<file path="src/rtl/key_debounce_array.sv">
// N-channel push-button front end: two-flop synchroniser, debounce, press/release
// edge pulses, and per-channel long-press detection with optional auto-repeat.
module key_debounce_array #(
   parameter int N_KEYS          = 4,
   parameter int DEBOUNCE_CYCLES = 1000,
   parameter int LONG_CYCLES     = 1_000_000,
   parameter int REPEAT_CYCLES   = 200_000,
   parameter bit ACTIVE_LOW      = 1'b1
) (
   input  logic              i_clk,
   input  logic              i_rst_n,
   input  logic [N_KEYS-1:0] i_keys,
   input  logic [N_KEYS-1:0] i_repeat_en,
   output logic [N_KEYS-1:0] o_level,
   output logic [N_KEYS-1:0] o_press,
   output logic [N_KEYS-1:0] o_release,
   output logic [N_KEYS-1:0] o_long,
   output logic [N_KEYS-1:0] o_repeat
);

   localparam int DB_W   = $clog2(DEBOUNCE_CYCLES + 1);
   localparam int HOLD_W = $clog2(LONG_CYCLES + 1);
   localparam int REP_W  = $clog2(REPEAT_CYCLES + 1);

   localparam logic [DB_W-1:0]   DB_LAST   = DB_W'(DEBOUNCE_CYCLES - 1);
   localparam logic [HOLD_W-1:0] HOLD_LAST = HOLD_W'(LONG_CYCLES - 1);
   localparam logic [HOLD_W-1:0] HOLD_MAX  = HOLD_W'(LONG_CYCLES);
   localparam logic [REP_W-1:0]  REP_LAST  = REP_W'(REPEAT_CYCLES - 1);

   // A released pin reads high for active-low keys, low otherwise.
   localparam logic [N_KEYS-1:0] RELEASED_RAW = {N_KEYS{ACTIVE_LOW}};

   typedef enum logic [1:0] {
      ST_IDLE,
      ST_HELD,
      ST_LONG
   } hold_state_t;

   logic [N_KEYS-1:0] sync_meta;
   logic [N_KEYS-1:0] sync_q;
   logic [N_KEYS-1:0] pressed;

   // NOTE: every register in this file uses non-blocking assignment so all
   // channels sample the pre-edge values of each other's state consistently.
   always_ff @(posedge i_clk or negedge i_rst_n) begin
      if (!i_rst_n) begin
         sync_meta <= RELEASED_RAW;
         sync_q    <= RELEASED_RAW;
      end else begin
         sync_meta <= i_keys;
         sync_q    <= sync_meta;
      end
   end

   assign pressed = ACTIVE_LOW ? ~sync_q : sync_q;

   for (genvar k = 0; k < N_KEYS; k++) begin : g_chan
      logic [DB_W-1:0]   db_cnt;
      logic [HOLD_W-1:0] hold_cnt;
      logic [REP_W-1:0]  rep_cnt;
      hold_state_t       state;
      logic              level_q;
      logic              press_q;
      logic              release_q;
      logic              long_q;
      logic              repeat_q;
      logic              differs;
      logic              flip;
      logic              rise;
      logic              fall;

      assign differs = (pressed[k] != level_q);
      assign flip    = differs && (db_cnt == DB_LAST);
      assign rise    = flip && !level_q;
      assign fall    = flip && level_q;

      always_ff @(posedge i_clk or negedge i_rst_n) begin
         if (!i_rst_n) begin
            db_cnt    <= '0;
            hold_cnt  <= '0;
            rep_cnt   <= '0;
            state     <= ST_IDLE;
            level_q   <= 1'b0;
            press_q   <= 1'b0;
            release_q <= 1'b0;
            long_q    <= 1'b0;
            repeat_q  <= 1'b0;
         end else begin
            if (!differs || flip) begin
               db_cnt <= '0;
            end else begin
               db_cnt <= db_cnt + 1'b1;
            end

            if (flip) begin
               level_q <= ~level_q;
            end
            press_q   <= rise;
            release_q <= fall;
            long_q    <= 1'b0;
            repeat_q  <= 1'b0;

            // Hold count saturates at LONG_CYCLES so a very long hold never re-arms o_long.
            if (!level_q || fall) begin
               hold_cnt <= '0;
            end else if (hold_cnt != HOLD_MAX) begin
               hold_cnt <= hold_cnt + 1'b1;
            end

            case (state)
               ST_IDLE: begin
                  if (rise) begin
                     state <= ST_HELD;
                  end
               end
               ST_HELD: begin
                  if (fall) begin
                     state <= ST_IDLE;
                  end else if (hold_cnt == HOLD_LAST) begin
                     state  <= ST_LONG;
                     long_q <= 1'b1;
                  end
               end
               ST_LONG: begin
                  if (fall) begin
                     state   <= ST_IDLE;
                     rep_cnt <= '0;
                  end else if (!i_repeat_en[k]) begin
                     rep_cnt <= '0;
                  end else if (rep_cnt == REP_LAST) begin
                     rep_cnt  <= '0;
                     repeat_q <= 1'b1;
                  end else begin
                     rep_cnt <= rep_cnt + 1'b1;
                  end
               end
               default: begin
                  state   <= ST_IDLE;
                  rep_cnt <= '0;
               end
            endcase
         end
      end

      assign o_level[k]   = level_q;
      assign o_press[k]   = press_q;
      assign o_release[k] = release_q;
      assign o_long[k]    = long_q;
      assign o_repeat[k]  = repeat_q;
   end

endmodule
</file>
<file path="config.mk">
export PLATFORM = sky130hd
export DESIGN_NAME = key_debounce_array
export DESIGN_NICKNAME = d
export VERILOG_FILES = /design/src/rtl/key_debounce_array.sv
export SDC_FILE = /design/constraint.sdc
export NUM_CORES = 1
export LEC_CHECK = 0
export ABC_AREA = 1
export ABC_CLOCK_PERIOD_IN_PS = 3500
export BUFFER_PORTS_ARGS = -buffer_cell sky130_fd_sc_hd__buf_2
export CORE_ASPECT_RATIO = 2
export CORE_MARGIN = 4
export CORE_UTILIZATION = 28
export CTS_BUF_LIST = sky130_fd_sc_hd__clkbuf_8 sky130_fd_sc_hd__clkbuf_16
export DETAILED_ROUTE_END_ITERATION = 6
export PLACE_DENSITY = 0.52
export SLEW_MARGIN = 40
export SYNTH_ARGS = -nofsm -noshare
export SYNTH_HDL_FRONTEND = slang
export SYNTH_SLANG_ARGS = --single-unit
</file>
<file path="constraint.sdc">
create_clock -name i_clk -period 3.5 [get_ports i_clk]
set_input_delay 0.7 -clock i_clk [delete_from_list [all_inputs] [get_ports i_clk]]
set_output_delay 0.7 -clock i_clk [all_outputs]
set_load 0.05 [all_outputs]
</file>
== Yosys cells after proc, flatten, opt, wreduce, memory -nomap -nowiden ==
Cells that the tools add are included.
W data, S select, Z words.
Word-level totals
  register bits: 228
  input bits: 10
  output and inout bits: 20
  word-level logic and storage cells: 215
Operators by class
  add/sub/neg operators: 12
  eq/ne operators: 40
  multiplexer cells: 76
  bitwise gates (word level): 5
  reductions and logical operators: 44
Operator list (count)
  $mux W18: 12
  $mux W20: 8
  $pmux W18 S2: 4
  $add A20 B1 Y20 const B: 4
  $eq A20 B20 Y1 const B: 4
  $ne A20 B20 Y1 const B: 4
  $add A18 B1 Y18 const B: 4
  $eq A18 B18 Y1 const B: 4
  $add A10 B1 Y10 const B: 4
  $eq A10 B10 Y1 const B: 4
  $mux W10: 4
  $mux W2: 16
  $mux W1: 28
  $pmux W2 S3: 4
  $ne A2 B2 Y1 const B: 8
  $logic_and A1 B1 Y1: 12
  $ne A3 B3 Y1 const B: 4
  $reduce_and A3 Y1: 4
  $eq A2 B1 Y1 const B: 4
  $eq A2 B2 Y1 const B: 4
  $logic_not A1 Y1: 8
  $logic_not A2 Y1: 4
  $logic_or A1 B1 Y1: 8
  $reduce_bool A2 Y1: 4
  4 further kinds: 13

== Longest topological paths before layout ==
  depth after elaboration: 6
  gate-level depth with buffers: 10
  mapped depth without buffers: 10

== Worst setup path before layout ==
Ideal clock, no wire load.
  path kind: flip-flop to flip-flop
  start: register g_chan[1].rep_cnt[0]
  end: register g_chan[1].rep_cnt[12]
  setup time: 0.117 ns
  arrival: 1.389 ns
  required time: 3.383 ns
  setup slack: 1.994 ns
  stages on the path, launching flop included: 10
  period minus slack after synthesis: 1.506 ns
  path through: dfrtp_1 ha_1 inv_1 nor3_2 nand3_1 nand2_2 nor2_2 buf_6 nand3_1 nand2_1
Between the ends
  word-level cells in the longest chain between the ends: 5
  elaborated cells on any way between the ends: 6
  classes of those cells: add/sub (1); eq/ne (1); mux (4)
RTL lines
  from (decl): RTL line 60  | logic [REP_W-1:0] rep_cnt;
  from (signal assigned): RTL line 134  | rep_cnt <= rep_cnt + 1'b1;
  $add A18 B1 Y18 / $eq A18 B18 Y1 (equally long branches): RTL line 134, 130
  $mux W18 (*): RTL line 130  | end else if (rep_cnt == REP_LAST) begin
  $mux W18 (*): RTL line 128  | end else if (!i_repeat_en[k]) begin
  $mux W18 (*): RTL line 125  | if (fall) begin
  $pmux W18 S2 (*): RTL line 110  | case (state)
Mark *: on every way between the ends. The rest lies on a longest branch, timed or not.
A chain may end at the register's enable or synchronous reset.

== Worst setup path in the final report ==
  start: register g_chan[1].state[1]
  end: register g_chan[1].rep_cnt[17]
Between the ends
  word-level cells in the longest chain between the ends: 3
  elaborated cells on any way between the ends: 5
  classes of those cells: eq/ne (2); mux (1); reduce/logical (2)
RTL lines
  from (decl): RTL line 61  | hold_state_t state;
  from (signal assigned): RTL line 82  | state <= ST_IDLE;
  from (signal assigned): RTL line 113  | state <= ST_HELD;
  from (signal assigned): RTL line 118  | state <= ST_IDLE;
  $eq A2 B1 Y1 / $logic_not A2 Y1 (equally long branches): RTL line 110
  $reduce_or A2 Y1 (no line)
  $pmux W18 S2: RTL line 110
Parallel ways exist; a longest one is shown, timed or not.

==> flow_metrics.py <==
metrics = {
    "floorplanning": {
        "num_rows": 109,
        "dieArea_um2": 48300,
        "core_um2": 44200,
        "ios": 30,
        "initial_core_util_pct": 28.3,
        "die_w_um": 157,
        "die_h_um": 307,
    },
    "detailed_routing": {
        "vias_per_cell": 4.68,
        "wl_mm": 29.9,
        "top_layer_used": "met4",
        "drc_errors": 0,
        "wl_met2_mm": 17.2,
        "wire_per_inst_um": 13.2,
        "num_vias": 10585,
        "wl_met1_mm": 10.6,
        "first_pass_iters": 4,
        "ant_nets": 0,
        "drt-initial-drc-count": 443,
        "met3_wirelength_um": 617,
    },
    "power_and_ir_drop": {
        "p_leak_nw": 6.88,
        "peakVddDrop_mv": 0.284,
        "p_per_area_nw_per_um2": 388,
        "p_seq_share_pct": 49.3,
        "swShare_pct": 21.8,
        "switching_power_mw": 1.18,
        "pwr-share-comb_pct": 1.8,
        "internal_power_mw": 4.23,
        "p_clk_share_pct": 48.9,
    },
    "setup_path": {
        "critPathArrivalTime_ns": 2.54,
        "worstSetupStartpointType": "register",
        "path_max_fanout": 13,
        "worst_path_max_delay_cell": "dfrtp_1",
        "crit_type": "register to register",
        "crit_required_ns": 3.98,
        "critical-path-max-stage-delay_ns": 0.55,
        "crit_chain": "inv_1, nor2_1, nand3_2, nor2_2, nand3_1, nand2_1",
        "cp-end-kind": "register",
    },
    "global_routing": {
        "grt_use_total_pct": 12.6,
        "antenna_found_initial": 0,
        "grt_pass1_vias": 10994,
        "overflow": 0,
        "grt_pass1_wl_mm": 50.7,
        "grt_max_degree": 82,
    },
    "sta": {
        "drv_slew": 0,
        "tns_ns": 0,
        "fmax_ghz": 0.486,
        "slew_headroom_pct": 57.8,
        "finalCriticalPeriod_ns": 2.06,
        "hold_viol_final": 0,
        "whs_ns": 0.0620,
        "rsz0062_at_grt": "no",
        "fin_worst_skew_ns": 0.0354,
        "setup_violations": 0,
        "tightest_slew_ns": 0.629,
        "period_share_pct": 58.8,
    },
    "logic_synthesis": {
        "yosysMostFrequentCell": "nand2_1",
        "syn_inst": 1672,
        "syn_nets": 1698,
        "yosysWarnings": 0,
        "synth_ff_type": "dfrtp_1",
        "ys_seq_elements": 228,
        "synth_top_cell_by_area": "dfrtp_1",
        "syn-cell-area_um2": 12500,
        "synth_edf_count": 0,
        "synth_area_leaders": "dfrtp_1 (44%), nand2_1 (13%), nor2_1 (8.7%)",
        "ys_top_cells_by_count": "nand2_1 (424), nor2_1 (291), dfrtp_1 (220), inv_1 (194), nand3_1 (105)",
        "ys_types": 44,
        "ys_seq_area_share_pct": 45.8,
        "async_flop_share_pct": 100,
        "synth_top_area_share_pct": 44.1,
        "synth_area_per_cell_um2": 7.47,
    },
    "clock_network": {
        "clkLatencyLatePin_ns": 0.55,
        "cts.clk_slew.worst_paths_ns": 0.07,
        "cts_hold_buf": 0,
        "clock_sinks": 228,
        "cts_buffers": 23,
        "h-tree-depth": 1,
        "cts.path.max_buffers": 3,
        "cts_tree": "yes",
        "root_buffer": "clkbuf_16",
        "post-cts-setup-buffers": 0,
        "cts-resized-gates": 0,
    },
    "layout": {
        "final_nets": 1719,
        "drive_gt1_share_pct": 7.49,
        "finalNonFillerCells": 2264,
        "antenna_cells": 0,
        "syn_to_final_growth_pct": 11.6,
    },
    "place": {
        "place_congestion": 0.890,
        "io_buffers": 29,
        "post-place-cells": 2223,
        "dp_hpwl_mm": 22.7,
    },
    "worst_hold_path": {
        "hold_class": "input port to async pin",
    },
    "job": {
        "maxCapViolCount": 0,
    },
    "status": {
        "status": "completed",
    },
}
layout make-up:
type                    count  area [µm²]
well taps                 555         694
flip-flops and latches    228        5720
repair buffers             32         203
clock buffers              25         603
fillers                  4733       30200
clock inverters            16         201
inverters                 199         747
multi-input cells        1209        5780
placed cells by master, fill, tap and decap left out, types with 3 or more instances in the layout:
cell type	netlist	routed
inv_2	5	5
nand3_2	5	5
clkinv_2	0	5
nor3_2	5	5
dfstp_2	8	8
ha_1	16	16
clkbuf_16	0	23
nor3b_1	8	8
nand3b_1	7	7
nand4_1	44	44
and3_1	3	3
xnor2_1	6	6
nand2_1	424	424
o21bai_1	5	5
o21ai_0	50	50
bufinv_16	0	4
a211oi_1	3	3
or2_1	4	4
buf_2	5	28
xor2_1	51	51
nor3_1	78	78
nor2_1	291	291
nand3_1	105	105
nor4_1	3	3
nand2_2	4	4
o21ai_1	13	12
inv_1	194	197
a21oi_1	45	45
nor2_2	16	16
o21ai_2	2	3
dfrtp_1	220	220
or2_2	5	5
power by group through the flow:
stage | Sequential, mW | Clock [mW] | Combinational [mW]
finish | 2.67 | 2.64 | 0.0970
global route | 2.67 | 2.83 | 0.117
CTS | 2.66 | 2.75 | 0.104
detailed placement | 2.71 | 0 | 0.104
global placement | 2.71 | 0 | 0.102
floorplan | 2.71 | 0 | 0.0264
worst paths after layout:
check / from / endpoint / slack (ns) / cells after the start
max in group asynchronous: i_rst_n / g_chan[3].hold_cnt[14] / 2.57 / 2
max reg2reg: g_chan[1].state[1] / g_chan[1].rep_cnt[17] / 1.44 / 6
min in group i_clk: i_keys[3] / sync_meta[3] / 0.26 / 1
min: i_rst_n / g_chan[2].db_cnt[0] / 0.06 / 1
max: g_chan[1].state[1] / g_chan[1].rep_cnt[17] / 1.44 / 6
min reg2reg: sync_meta[0] / sync_q[0] / 0.36 / 0
flip-flops by register name, indices dropped and copies added (netlist names):
name / count
g_chan.level_q: 4
g_chan.press_q: 4
g_chan.long_q: 4
g_chan.hold_cnt: 80
g_chan.release_q: 4
g_chan.rep_cnt: 72
g_chan.state: 8
sync_q: 4
g_chan.db_cnt: 40
g_chan.repeat_q: 4
sync_meta: 4
critical path, delay by kind of cell, from the launching register on:
family        cells  cell delay (ns)
flops             1             0.55
buf+inv           1             0.32
simple gates      5             1.12
layer usage:
layer / up-vias / track usage [%]
met2: 130 / 25.8
met5: - / 0
met1: 5014 / 11.9
met3: 84 / 1.06
li1: 5357 / -
met4: 0 / 6.31
cell families (layout without fill, tap and decap cells):
| group | after synthesis | count (layout) | share of synthesized area [%] |
|---|---|---|---|
| DFF | 228 | 228 | 45.8 |
| AOI/OAI and AO/OA | 127 | 127 | 5.53 |
| buffers and inverters | 235 | 272 | 7.98 |
| adders and majority gates | 16 | 16 | 1.60 |
| and+or+nand+nor | 1009 | 1009 | 35.1 |
| xor gates and xnor gates | 57 | 57 | 4.00 |
through the flow:
stage | setup slack [ns] | power (mW) | util [%] | cell area, µm²
after global placement | 1.38 | 2.82 | 29.7 | 13100
after CTS | 1.40 | 5.52 | 31.6 | 13900
after floorplan | 1.99 | 2.74 | - | 12500
final | 1.44 | 5.40 | 31.6 | 13900
after detailed placement | 1.42 | 2.82 | 29.7 | 13100
after global routing | 1.24 | 5.61 | 31.6 | 13900
Power figures use the tool's default switching activity.
